--- src/rtl/r5p_htif_pkg.sv ---
// Shared types and helpers for the HTIF end-of-test responder.
// Holds the state encoding, register offsets and the store lane-mask helper.
package r5p_htif_pkg;

  typedef enum logic [1:0] {
    RUN  = 2'd0,
    PASS = 2'd1,
    FAIL = 2'd2,
    TMO  = 2'd3
  } htif_state_t;

  localparam logic [3:0] OFS_TOH_LO = 4'd0;
  localparam logic [3:0] OFS_TOH_HI = 4'd4;
  localparam logic [3:0] OFS_FRH_LO = 4'd8;
  localparam logic [3:0] OFS_FRH_HI = 4'd12;

  // Byte lanes touched by an access of size siz at byte offset ofs within a word.
  function automatic logic [3:0] lane_mask(input logic [1:0] siz, input logic [1:0] ofs);
    case (siz)
      2'd0:    lane_mask = 4'b0001 << ofs;
      2'd1:    lane_mask = 4'b0011 << ofs;
      2'd2:    lane_mask = 4'b1111;
      default: lane_mask = 4'b0000;
    endcase
  endfunction

endpackage

--- src/rtl/r5p_htif_timer.sv ---
// Saturating cycle counter; tc is high while the count sits at LIMIT-1.
// Latency: tc is a combinational view of the count register. No backpressure.
// LIMIT=0 disables the terminal count.
module r5p_htif_timer #(
  parameter int unsigned CNT_W = 32,
  parameter int unsigned LIMIT = 20000
) (
  input  logic clk,
  input  logic rst,
  input  logic en,
  output logic tc
);

  localparam logic [CNT_W-1:0] LAST = (LIMIT == 0) ? '0 : CNT_W'(LIMIT - 1);

  logic [CNT_W-1:0] cnt;

  assign tc = (LIMIT != 0) && (cnt == LAST);

  always_ff @(posedge clk or negedge rst) begin
    if (!rst) begin
      cnt <= '0;
    end else if (en && !tc) begin
      cnt <= cnt + CNT_W'(1);
    end
  end

endmodule

--- src/rtl/r5p_htif_responder.sv ---
// HTIF tohost/fromhost responder on TCB-lite; reports pass/fail/timeout (timeout built with R5P_HTIF_TIMEOUT_EN).
// Latency: read data/error one cycle after the transfer; status one cycle after the trigger.
// Backpressure: none, tcb_rdy is tied high.
module r5p_htif_responder
  import r5p_htif_pkg::*;
#(
  parameter int unsigned     XLEN     = 32,
  parameter logic [XLEN-1:0] ADR_BASE = 32'h8000_1000,
  parameter int unsigned     TIMEOUT  = 20000,
  parameter int unsigned     CNT_W    = 32
) (
  input  logic              clk,
  input  logic              rst,
  input  logic              tcb_vld,
  input  logic              tcb_wen,
  input  logic [XLEN-1:0]   tcb_adr,
  input  logic [1:0]        tcb_siz,
  input  logic [XLEN-1:0]   tcb_wdt,
  output logic              tcb_rdy,
  output logic [XLEN-1:0]   tcb_rdt,
  output logic              tcb_err,
  input  logic              frh_vld,
  input  logic [2*XLEN-1:0] frh_dat,
  output logic              sts_hlt,
  output logic              sts_pas,
  output logic              sts_tmo,
  output logic [XLEN-2:0]   sts_cod
);

  localparam logic [1:0] SEL_TOH_LO = OFS_TOH_LO[3:2];
  localparam logic [1:0] SEL_TOH_HI = OFS_TOH_HI[3:2];
  localparam logic [1:0] SEL_FRH_LO = OFS_FRH_LO[3:2];
  localparam logic [1:0] SEL_FRH_HI = OFS_FRH_HI[3:2];

  htif_state_t     state_q, state_d;
  logic [XLEN-1:0] toh_lo, toh_hi, frh_lo, frh_hi;
  logic [XLEN-2:0] cod;

  logic            hit, mis, bad, wr, rd, trig, tmo_tc;
  logic [1:0]      sel;
  logic [3:0]      bm;
  logic [XLEN-1:0] wmask, wsh, cur, mrg;

  assign tcb_rdy = 1'b1;

  assign hit = tcb_adr[XLEN-1:4] == ADR_BASE[XLEN-1:4];
  assign mis = ((tcb_siz == 2'd1) && tcb_adr[0]) ||
               ((tcb_siz == 2'd2) && (tcb_adr[1:0] != 2'd0));
  assign bad = !hit || (tcb_siz == 2'd3) || mis;
  assign wr  = tcb_vld && tcb_wen && !bad;
  assign rd  = tcb_vld && !tcb_wen && !bad;
  assign sel = tcb_adr[3:2];
  assign bm  = lane_mask(tcb_siz, tcb_adr[1:0]);
  assign wsh = tcb_wdt << {tcb_adr[1:0], 3'b000};

  always_comb begin
    wmask = '0;
    for (int b = 0; b < 4; b++) begin
      wmask[8*b +: 8] = {8{bm[b]}};
    end
  end

  always_comb begin
    cur = toh_lo;
    case (sel)
      SEL_TOH_LO: cur = toh_lo;
      SEL_TOH_HI: cur = toh_hi;
      SEL_FRH_LO: cur = frh_lo;
      SEL_FRH_HI: cur = frh_hi;
      default:    cur = toh_lo;
    endcase
  end

  assign mrg = (cur & ~wmask) | (wsh & wmask);

  // Only a store that actually writes byte 0 can finish the test.
  assign trig = wr && (sel == SEL_TOH_LO) && bm[0] && mrg[0];

`ifdef R5P_HTIF_TIMEOUT_EN
  r5p_htif_timer #(
    .CNT_W (CNT_W),
    .LIMIT (TIMEOUT)
  ) u_timer (
    .clk (clk),
    .rst (rst),
    .en  (state_q == RUN),
    .tc  (tmo_tc)
  );
`else
  logic unused_cfg;
  assign unused_cfg = TIMEOUT[0] ^ CNT_W[0];
  assign tmo_tc     = 1'b0;
`endif

  always_ff @(posedge clk or negedge rst) begin
    if (!rst) begin
      state_q <= RUN;
    end else begin
      state_q <= state_d;
    end
  end

  always_comb begin
    state_d = state_q;
    case (state_q)
      RUN: begin
        if (trig) begin
          state_d = (mrg[XLEN-1:1] == '0) ? PASS : FAIL;
        end else if (tmo_tc) begin
          state_d = TMO;
        end
      end
      default: state_d = state_q;
    endcase
  end

  always_ff @(posedge clk or negedge rst) begin
    if (!rst) begin
      tcb_rdt <= '0;
      tcb_err <= 1'b0;
      toh_lo  <= '0;
      toh_hi  <= '0;
      frh_lo  <= '0;
      frh_hi  <= '0;
      cod     <= '0;
    end else begin
      if (tcb_vld) begin
        tcb_err <= bad;
        tcb_rdt <= rd ? cur : '0;
      end
      if (wr && (sel == SEL_TOH_LO)) toh_lo <= mrg;
      if (wr && (sel == SEL_TOH_HI)) toh_hi <= mrg;
      // Host update takes priority over a colliding CPU store to fromhost.
      if (frh_vld) begin
        frh_lo <= frh_dat[XLEN-1:0];
        frh_hi <= frh_dat[2*XLEN-1:XLEN];
      end else begin
        if (wr && (sel == SEL_FRH_LO)) frh_lo <= mrg;
        if (wr && (sel == SEL_FRH_HI)) frh_hi <= mrg;
      end
      if ((state_q == RUN) && trig) cod <= mrg[XLEN-1:1];
    end
  end

  assign sts_hlt = state_q != RUN;
  assign sts_pas = state_q == PASS;
  assign sts_tmo = state_q == TMO;
  assign sts_cod = cod;

endmodule

--- config.mk ---
export PLATFORM = sky130hd
export DESIGN_NAME = r5p_htif_responder
export DESIGN_NICKNAME = d
export VERILOG_FILES = /design/src/rtl/r5p_htif_pkg.sv /design/src/rtl/r5p_htif_timer.sv /design/src/rtl/r5p_htif_responder.sv
export SDC_FILE = /design/constraint.sdc
export NUM_CORES = 1
export LEC_CHECK = 0
export CAP_MARGIN = 20
export CORE_MARGIN = 4
export CORE_UTILIZATION = 50
export DETAILED_ROUTE_END_ITERATION = 8
export PLACE_DENSITY = 0.9
export SLEW_MARGIN = 20
export SYNTH_ARGS = -nofsm -noshare
export SYNTH_HDL_FRONTEND = slang
export SYNTH_SLANG_ARGS = --single-unit
--- constraint.sdc ---
create_clock -name clk -period 2.2 [get_ports clk]
set_input_delay 0.66 -clock clk [delete_from_list [all_inputs] [get_ports clk]]
set_output_delay 0.66 -clock clk [all_outputs]
set_load 0.02 [all_outputs]
# [After elaboration in Yosys (flattened, before gate mapping)]
# Cells that the tools add are included.
# W data, S select, Z words.
[totals] register_bits=194 inputBits=135 output_inout_bits=68 word_cells=60
[classes] eq_ne=9 shift=3 muxes=8 bitwise=4 reduce_logical=28
[op_table] cell="$mux W32" count=5
[op_table] cell="$pmux W32 S4" count=1
[op_table] cell="$and A32 B32 Y32" count=2
[op_table] cell="$not A32 Y32" count=1
[op_table] cell="$or A32 B32 Y32" count=1
[op_table] cell="$shl A32 B5 Y32" count=1
[op_table] cell="$logic_not A31 Y1" count=1
[op_table] cell="$eq A28 B28 Y1 const B" count=1
[op_table] cell="$logic_and A1 B1 Y1" count=13
[op_table] cell="$pmux W4 S3" count=1
[op_table] cell="$eq A2 B2 Y1 const B" count=5
[op_table] cell="$reduce_bool A2 Y1" count=4
[op_table] cell="$eq A2 B1 Y1 const B" count=3
[op_table] cell="$logic_not A2 Y1" count=3
[op_table] cell="$shl A1 B2 Y4 const A" count=1
[op_table] cell="$shl A2 B2 Y4 const A" count=1
[op_table] cell="$logic_not A1 Y1" count=3
[op_table] cell="$logic_or A1 B1 Y1" count=3
[op_table] cell="$mux W2" count=1
[op_table] cell="$reduce_and A2 Y1" count=1

# [Depth between registers and ports, before layout]
# Gate-level depths: netlist of the first run.
[logic_depth] depth_word=10 depth_mapped=9

# [Worst setup path after synthesis of the first run]
# Ideal clock, no wire load.
[synth_timing] kind="input-to-reg" from="input tcb_adr[4]" to="register cod[12] (netlist: sts_cod[12])" setup_ps=125 arrival_ps=2680 required_ps=2075 path_slack_ps=-605 path_stages=6 path_buffers=1 cell_sequence="nor4_1 nand4_1 or4_1 nor4_4 buf_6 mux2_2"
[synth_via] elab_chain_cells=10
[synth_lines] item="start: declaration" line_no="r5p_htif_responder.sv:16" rtl="input logic [XLEN-1:0] tcb_adr,"
[synth_lines] item="$eq A28 B28 Y1" line_no="r5p_htif_responder.sv:46" rtl="assign hit = tcb_adr[XLEN-1:4] == ADR_BASE[XLEN-1:4];"
[synth_lines] item="$logic_not A1 Y1" line_no="r5p_htif_responder.sv:49" rtl="assign bad = !hit || (tcb_siz == 2'd3) || mis;"
[synth_lines] item="$logic_or A1 B1 Y1 (2 in series)" line_no="r5p_htif_responder.sv:49"
[synth_lines] item="$logic_not A1 Y1" line_no="r5p_htif_responder.sv:50" rtl="assign wr = tcb_vld && tcb_wen && !bad;"
[synth_lines] item="$logic_and A1 B1 Y1" line_no="r5p_htif_responder.sv:50"
[synth_lines] item="$logic_and A1 B1 Y1 (3 in series)" line_no="r5p_htif_responder.sv:77" rtl="assign trig = wr && (sel == SEL_TOH_LO) && bm[0] && mrg[0];"
[synth_lines] item="$logic_and A1 B1 Y1" line_no="r5p_htif_responder.sv:141" rtl="if ((state_q == RUN) && trig) cod <= mrg[XLEN-1:1];"
[synth_lines] item="end signal: assignment" line_no="r5p_htif_responder.sv:141"
[synth_lines] item="end: declaration" line_no="r5p_htif_responder.sv:37" rtl="logic [XLEN-2:0] cod;"
# Every way passes these cells.
# A chain may end at the register's enable or synchronous reset.

# [Final worst setup path of the first run]
[layout_timing] from="input tcb_adr[9]" to="register frh_hi[9]"
[layout_via] elab_chain_cells=8
[layout_lines] item="$eq A28 B28 Y1" line_no="r5p_htif_responder.sv:46"
[layout_lines] item="$logic_not A1 Y1" line_no="r5p_htif_responder.sv:49"
[layout_lines] item="$logic_or A1 B1 Y1 (2 in series)" line_no="r5p_htif_responder.sv:49"
[layout_lines] item="$logic_not A1 Y1" line_no="r5p_htif_responder.sv:50"
[layout_lines] item="$logic_and A1 B1 Y1" line_no="r5p_htif_responder.sv:50"
[layout_lines] item="$logic_and A1 B1 Y1" line_no="r5p_htif_responder.sv:139" rtl="if (wr && (sel == SEL_FRH_HI)) frh_hi <= mrg;"
[layout_lines] item="$reduce_bool A2 Y1 (no source line)"
[layout_lines] item="end signal: assignment" line_no="r5p_htif_responder.sv:136" rtl="frh_hi <= frh_dat[2*XLEN-1:XLEN];"
[layout_lines] item="end signal: assignment" line_no="r5p_htif_responder.sv:139"
[layout_lines] item="end: declaration" line_no="r5p_htif_responder.sv:36" rtl="logic [XLEN-1:0] toh_lo, toh_hi, frh_lo, frh_hi;"
# Every way passes these cells.

==> impl_metrics.json, run 1 <==
{
  "hpwl_mm": 23.4,
  "antenna_found_initial": 2,
  "cpPeakStageDelay_ps": 350,
  "end_kind": "register",
  "synth_edf_count": 0,
  "wl_met1_mm": 13.5,
  "routed_wl_mm": 40.6,
  "grt_pass1_vias": 9583,
  "dp_slack_ps": -1160,
  "slew_violations": 0,
  "syn_area_per_cell_um2": 11.7,
  "ys_seq_area_share_pct": 51.3,
  "h-tree-depth": 4,
  "yosysTopAreaCell": "dfrtp_1",
  "port_buffers": 201,
  "finalCritPeriodShare_pct": 117,
  "cts_tree": "built",
  "dieArea_mm2": 0.0212,
  "grt_max_degree": 51,
  "synth.area.top_cells": "dfrtp_1 (51%), mux4_2 (8.6%), mux2_2 (8.3%)",
  "crit_buf_inv": 6,
  "cap_violations": 0,
  "grt_pass1_wl_mm": 55.3,
  "clockRootBuffer": "clkbuf_16",
  "synth_nets": 944,
  "syn_area_mm2": 0.00947,
  "first_pass_iters": 7,
  "cts.sinks": 194,
  "p_leak_nw": 6.69,
  "nNetsFinal": 1296,
  "hold_class": "input port to asynchronous set/reset pin",
  "synthDominantCellAreaShare_pct": 51.3,
  "r2r_start": "frh_hi[5]",
  "setup_viol": 179,
  "post_drt_wl_per_cell_um": 28.9,
  "final_cells": 1407,
  "via_per_inst": 6.80,
  "worstPathRequired_ps": 2500,
  "grt_setup_unrepaired": "yes",
  "worst_r2r_endpoint": "state_q[0]",
  "status": "complete, but fails checks",
  "placed_area_mm2": 0.0130,
  "synth_cell_type_count": 50,
  "clk_path_buf_depth": 2,
  "synthToLayoutAreaGrowth_pct": 53.6,
  "start_util_pct": 50.8,
  "core_mm2": 0.0186,
  "cts_made_buffers": 17,
  "met3WireLength_mm": 4.73,
  "whs_ps": 194,
  "reg2regPathDepth": 5,
  "path_clk_slew_ps": 70,
  "fin_worst_skew_ps": 10.2,
  "die_w_um": 146,
  "gp_congestion": 0.919,
  "ant_nets": 0,
  "setup_slack_ps": -372,
  "met2_wirelength_mm": 19.3,
  "ff2ff_setup_slack_ps": -80,
  "p_total_mw": 8.42,
  "synthArstFlopShare_pct": 100,
  "drive_above_1_share_pct": 37.1,
  "syn_inst": 809,
  "cp_top_family": "buffers and inverters",
  "via_count": 9565,
  "crit_path_frequent_cell": "buf_6",
  "yosys_most_used_dff": "dfrtp_1",
  "worst-path-max-fanout": 6,
  "track_usage_pct": 34.0,
  "num_rows": 50,
  "drc_errors": 0,
  "ys_ff_latch": 194,
  "crit_chain": "buf_8 -> nor4_4 -> nand4_1 -> buf_4 -> nor4_4 -> buf_6 -> buf_12 -> buf_6 -> a41oi_4 -> buf_6 -> o21ai_1",
  "tightest_slew_ps": 503,
  "min_period_ps": 2570,
  "clk-insertion-delay-late_ps": 440,
  "dp_cells": 1341,
  "io-pin-count": 203,
  "slew_headroom_pct": 66.5,
  "fmax_mhz": 389,
  "die_h_um": 146,
  "peakVddDrop_mv": 0.583,
  "drt_first_iter_violations": 1290,
  "hold_viol": 0,
  "arrival_ps": 2870,
  "critPathKind": "input port to register",
  "start_kind": "input port",
  "grt-ovfl-total": 0,
  "violations": "setup timing",
  "top_layer_used": "met5",
  "holdBufCountCts": 0,
  "nFillCells": 976,
  "design_area_mm2": 0.0145,
  "cp_slowest_cell": "o21ai_1",
  "yosys_warnings": 0,
  "p_per_area_mw_per_mm2": 579
}
-- how the worst max path moves through the flow --
stage / slack (ps) / startpoint / cells after the start / end
after floorplan: -520 / tcb_adr[11] / 6 / sts_cod[12]
after global placement: -1000 / tcb_adr[11] / 9 / sts_cod[3]
after detailed placement: -1160 / tcb_adr[11] / 9 / sts_cod[5]
after CTS: -80 / tcb_adr[9] / 9 / sts_cod[22]
after global routing: -380 / tcb_adr[9] / 11 / frh_hi[9]
final: -370 / tcb_adr[9] / 11 / frh_hi[9]
-- cells in the final DEF, fill, tap and decap left out, drive strengths merged, types with 28 or more instances in the layout --
cell / Yosys / final
buf: 20 / 207
dfrtp: 194 / 194
clkdlybuf4s50: 0 / 156
nand2: 126 / 126
mux2: 73 / 73
o21ai: 73 / 73
mux2i: 50 / 50
clkbuf: 41 / 37
mux4: 36 / 36
a22o: 32 / 32
a22oi: 29 / 29
nor2: 28 / 28
-- metal layers --
layer	up-vias	global-route usage (%)
li1	3711	-
met1	4659	41.1
met2	918	55.7
met3	275	9.75
met4	2	17.9
met5	-	0
-- Yosys cell counts (all sizes together) (6+ instances only) --
master    n
a21oi    13
a22o     32
a22oi    29
inv       6
o31ai     7
mux4     36
nand2   126
dfrtp   194
nor2b    13
nor4     11
mux2i    50
buf      20
o21ai    73
a221o    11
clkbuf   41
mux2     73
nor2     28
-- metrics by stage --
step / utilization (%) / setup TNS, ps
after floorplan: - / -46270
after global placement: 69.7 / -134490
after detailed placement: 69.7 / -150830
after CTS: 75.4 / -1840
after global routing: 78.0 / -32770
final: 78.0 / -26080
-- report_power, final --
| part | switching [mW] | internal (mW) | total (mW) | leakage [nW] |
|---|---|---|---|---|
| registers | 0.101 | 3.69 | 3.79 | 2.60 |
| clock network | 1.35 | 1.58 | 2.93 | 0.259 |
| logic | 0.874 | 0.821 | 1.70 | 3.83 |
| total | 2.32 | 6.10 | 8.42 | 6.69 |
-- cell type report --
class | instances | area, um2 | share of cell area (%)
Sequential cell | 194 | 4850 | 33.4
Multi-Input combinational cell | 548 | 4830 | 33.2
Timing Repair Buffer | 394 | 4010 | 27.6
Clock buffer | 26 | 509 | 3.50
Tap cell | 234 | 293 | 2.01
Inverter | 6 | 22.5 | 0.155
Clock inverter | 3 | 21.3 | 0.146
Antenna cell | 2 | 5.00 | 0.0344
-- flip-flops by register name (all words and copies together) (netlist names) --
register and cells:
tcb_rdt 32, frh_lo 32, toh_hi 32, frh_hi 32
sts_cod 31, toh_lo 32, state_q 2, tcb_err 1
-- cells by family (layout without fill, tap and decap cells) --
kind of cell,Yosys count,count (layout),share of synthesized area [%]
multiplexers,159,159,22.5
AO/OA/AOI/OAI,184,184,13.2
AND/OR/NAND/NOR,204,204,9.94
buffers and inverters,67,429,3.05
other,1,3,0.0396
flip-flops,194,194,51.3
-- timing repair --
item / CTS / global route
endpoints found under the hold margin: 0 / 0
pin swaps: 25 / 20
cloned: 5 / 7
buffers inserted: 17 / 8
gates resized for setup: 188 / 115
endpoints found under the setup margin: 196 / 178
(Power assumes the default switching activity.)
==> inputs of run 2 (changes only) <==
- ABC_CLOCK_PERIOD_IN_PS: unset -> 2200
- CELL_PAD_IN_SITES_DETAIL_PLACEMENT: unset -> 0
- CELL_PAD_IN_SITES_GLOBAL_PLACEMENT: unset -> 1
- CORE_UTILIZATION: 50 -> 40
- PLACE_DENSITY: 0.9 -> 0.91
==> run 2 against run 1 <==
  * The run still ends with setup timing left
  * Clock power is 8.2% higher
  * Register-to-register slack better by 60 ps
  * Final area is 4.0% higher
  * Maximum frequency is 7.4% higher
  * Critical path type unchanged
  * Critical endpoint is now sts_cod[9]
  * Largest cell class is now multi-input gates
  * Largest power group unchanged
==> impl_metrics.json, run 2 (same netlist as run 1, synthesis figures left out) <==
{
  "core_mm2": 0.0234,
  "dieArea_mm2": 0.0262,
  "first_pass_iters": 6,
  "path_clk_slew_ps": 80,
  "die_w_um": 162,
  "drc_errors": 0,
  "drive_above_1_share_pct": 43.2,
  "grt_pass1_wl_mm": 51.9,
  "cp_top_family": "simple AND/OR/NAND/NOR gates",
  "design_area_mm2": 0.0151,
  "crit_chain": "buf_6 -> nor4_4 -> nand4_1 -> or4_4 -> nor4_4 -> buf_4 -> buf_8 -> buf_16 -> mux2_4",
  "nNetsFinal": 1303,
  "end_kind": "register",
  "grt-ovfl-total": 0,
  "hpwl_mm": 23.5,
  "h-tree-depth": 4,
  "p_leak_nw": 6.86,
  "p_per_area_mw_per_mm2": 577,
  "start_kind": "input port",
  "status": "complete, but fails checks",
  "min_period_ps": 2390,
  "cpPeakStageDelay_ps": 580,
  "synthToLayoutAreaGrowth_pct": 59.8,
  "cts_made_buffers": 17,
  "cap_violations": 0,
  "io-pin-count": 203,
  "clockRootBuffer": "clkbuf_16",
  "cts.sinks": 194,
  "clk_path_buf_depth": 2,
  "placed_area_mm2": 0.0131,
  "final_core_utilization_pct": 64.7,
  "routed_wl_mm": 37.7,
  "mostFrequentLayoutCell": "dfrtp_1",
  "tightest_slew_ps": 536,
  "arrival_ps": 2720,
  "fmax_mhz": 418,
  "crit_buf_inv": 4,
  "final-seq-area_mm2": 0.00486,
  "nFillCells": 1697,
  "critPathKind": "input port to register",
  "crit_path_frequent_cell": "nor4_4",
  "post_drt_wl_per_cell_um": 25.1,
  "via_count": 8830,
  "setup_viol": 104,
  "gp_congestion": 0.873,
  "setup_slack_ps": -194,
  "r2r_start": "frh_hi[13]",
  "hold_class": "input port to asynchronous set/reset pin",
  "clk-insertion-delay-late_ps": 440,
  "grt_setup_unrepaired": "yes",
  "holdBufCountCts": 0,
  "cp_slowest_cell": "or4_4",
  "peakVddDrop_mv": 0.463,
  "tns_ps": -7410,
  "via_per_inst": 5.88,
  "violations": "setup timing",
  "track_usage_pct": 25.9,
  "cts_tree": "built",
  "fin_worst_skew_ps": 12.2,
  "multi_input_comb_area_mm2": 0.00517,
  "slew_headroom_pct": 64.0,
  "antenna_found_initial": 4,
  "worst-path-max-fanout": 5,
  "grt_max_degree": 54,
  "die_h_um": 162,
  "port_buffers": 201,
  "slew_violations": 0,
  "layout_common_cells": "dfrtp_1 (193), clkdlybuf4s50_1 (154), buf_4 (143), nand2_1 (101), mux2_2 (53)",
  "ant_nets": 0,
  "num_rows": 56,
  "drt_first_iter_violations": 900,
  "worstPathRequired_ps": 2520,
  "crit_start": "tcb_adr[16]",
  "grt_pass1_vias": 8759,
  "finalCritPeriodShare_pct": 109,
  "hold_viol": 0,
  "whs_ps": 179,
  "start_util_pct": 40.5
}
## run 2: changes by cell type in the layout (fill, tap and decap cells not counted), sizes merged
cell / before / now
buf: 207 / 212
bufinv: 0 / 1
clkbuf: 37 / 33
clkdlybuf4s15: 6 / 5
clkdlybuf4s50: 156 / 154
clkinv: 1 / 6
clkinvlp: 1 / 2
dlygate4sd2: 13 / 11
dlymetal6s2s: 1 / 3
inv: 7 / 12
## run 2: per-layer routing
metal	up-vias	GRT usage [%]	part of all wire, %
li1	3718	-	-
met1	4418	33.3	38
met2	575	42.0	48
met3	115	7.21	10
met4	4	10.0	4.6
met5	-	0	0.058
## run 2: power by group
part           switching [mW]  internal, mW  leakage (nW)
Sequential              0.104          3.69          2.60
Clock                    1.55          1.62         0.287
Combinational           0.887         0.893          3.98
## run 2: area by class of cell
type                       count  share of cell area [%]
sequential                   194                    32.1
timing repair buffer         401                    27.0
inverter                       6                   0.149
tap                          319                    2.64
multi-input combinational    548                    34.2
clock inverter                15                    1.13
clock buffer                  17                    2.81
antenna                        2                  0.0331
## run 2: repair_timing
item	4_1_cts	5_1_grt
setup buffers	13	8
gates cloned	7	15
endpoints found under the setup margin	196	139
pin swaps	21	51
resized for setup	177	214
## run 2: path summary, 6_finish.rpt
path,slack [ps],end,cells after the start
worst max-delay path,-190,sts_cod[9],9
worst min-delay path,180,sts_cod[5],1
worst max register to register,-20,state_q[0],5
worst min register to register,480,frh_hi[21],2
max in group asynchronous,1400,toh_lo[20],2
min in group clk,480,frh_hi[21],2
## run 2: metrics by stage
| step | setup slack [ps] | cells | total power, mW |
|---|---|---|---|
| finish | -194 | 1502 | 8.74 |
| detailed placement | -992 | 1432 | 5.30 |
| global route | -192 | 1502 | 9.02 |
| floorplan | -516 | 809 | 4.42 |
| global placement | -953 | 1432 | 5.26 |
| CTS | -142 | 1483 | 8.50 |
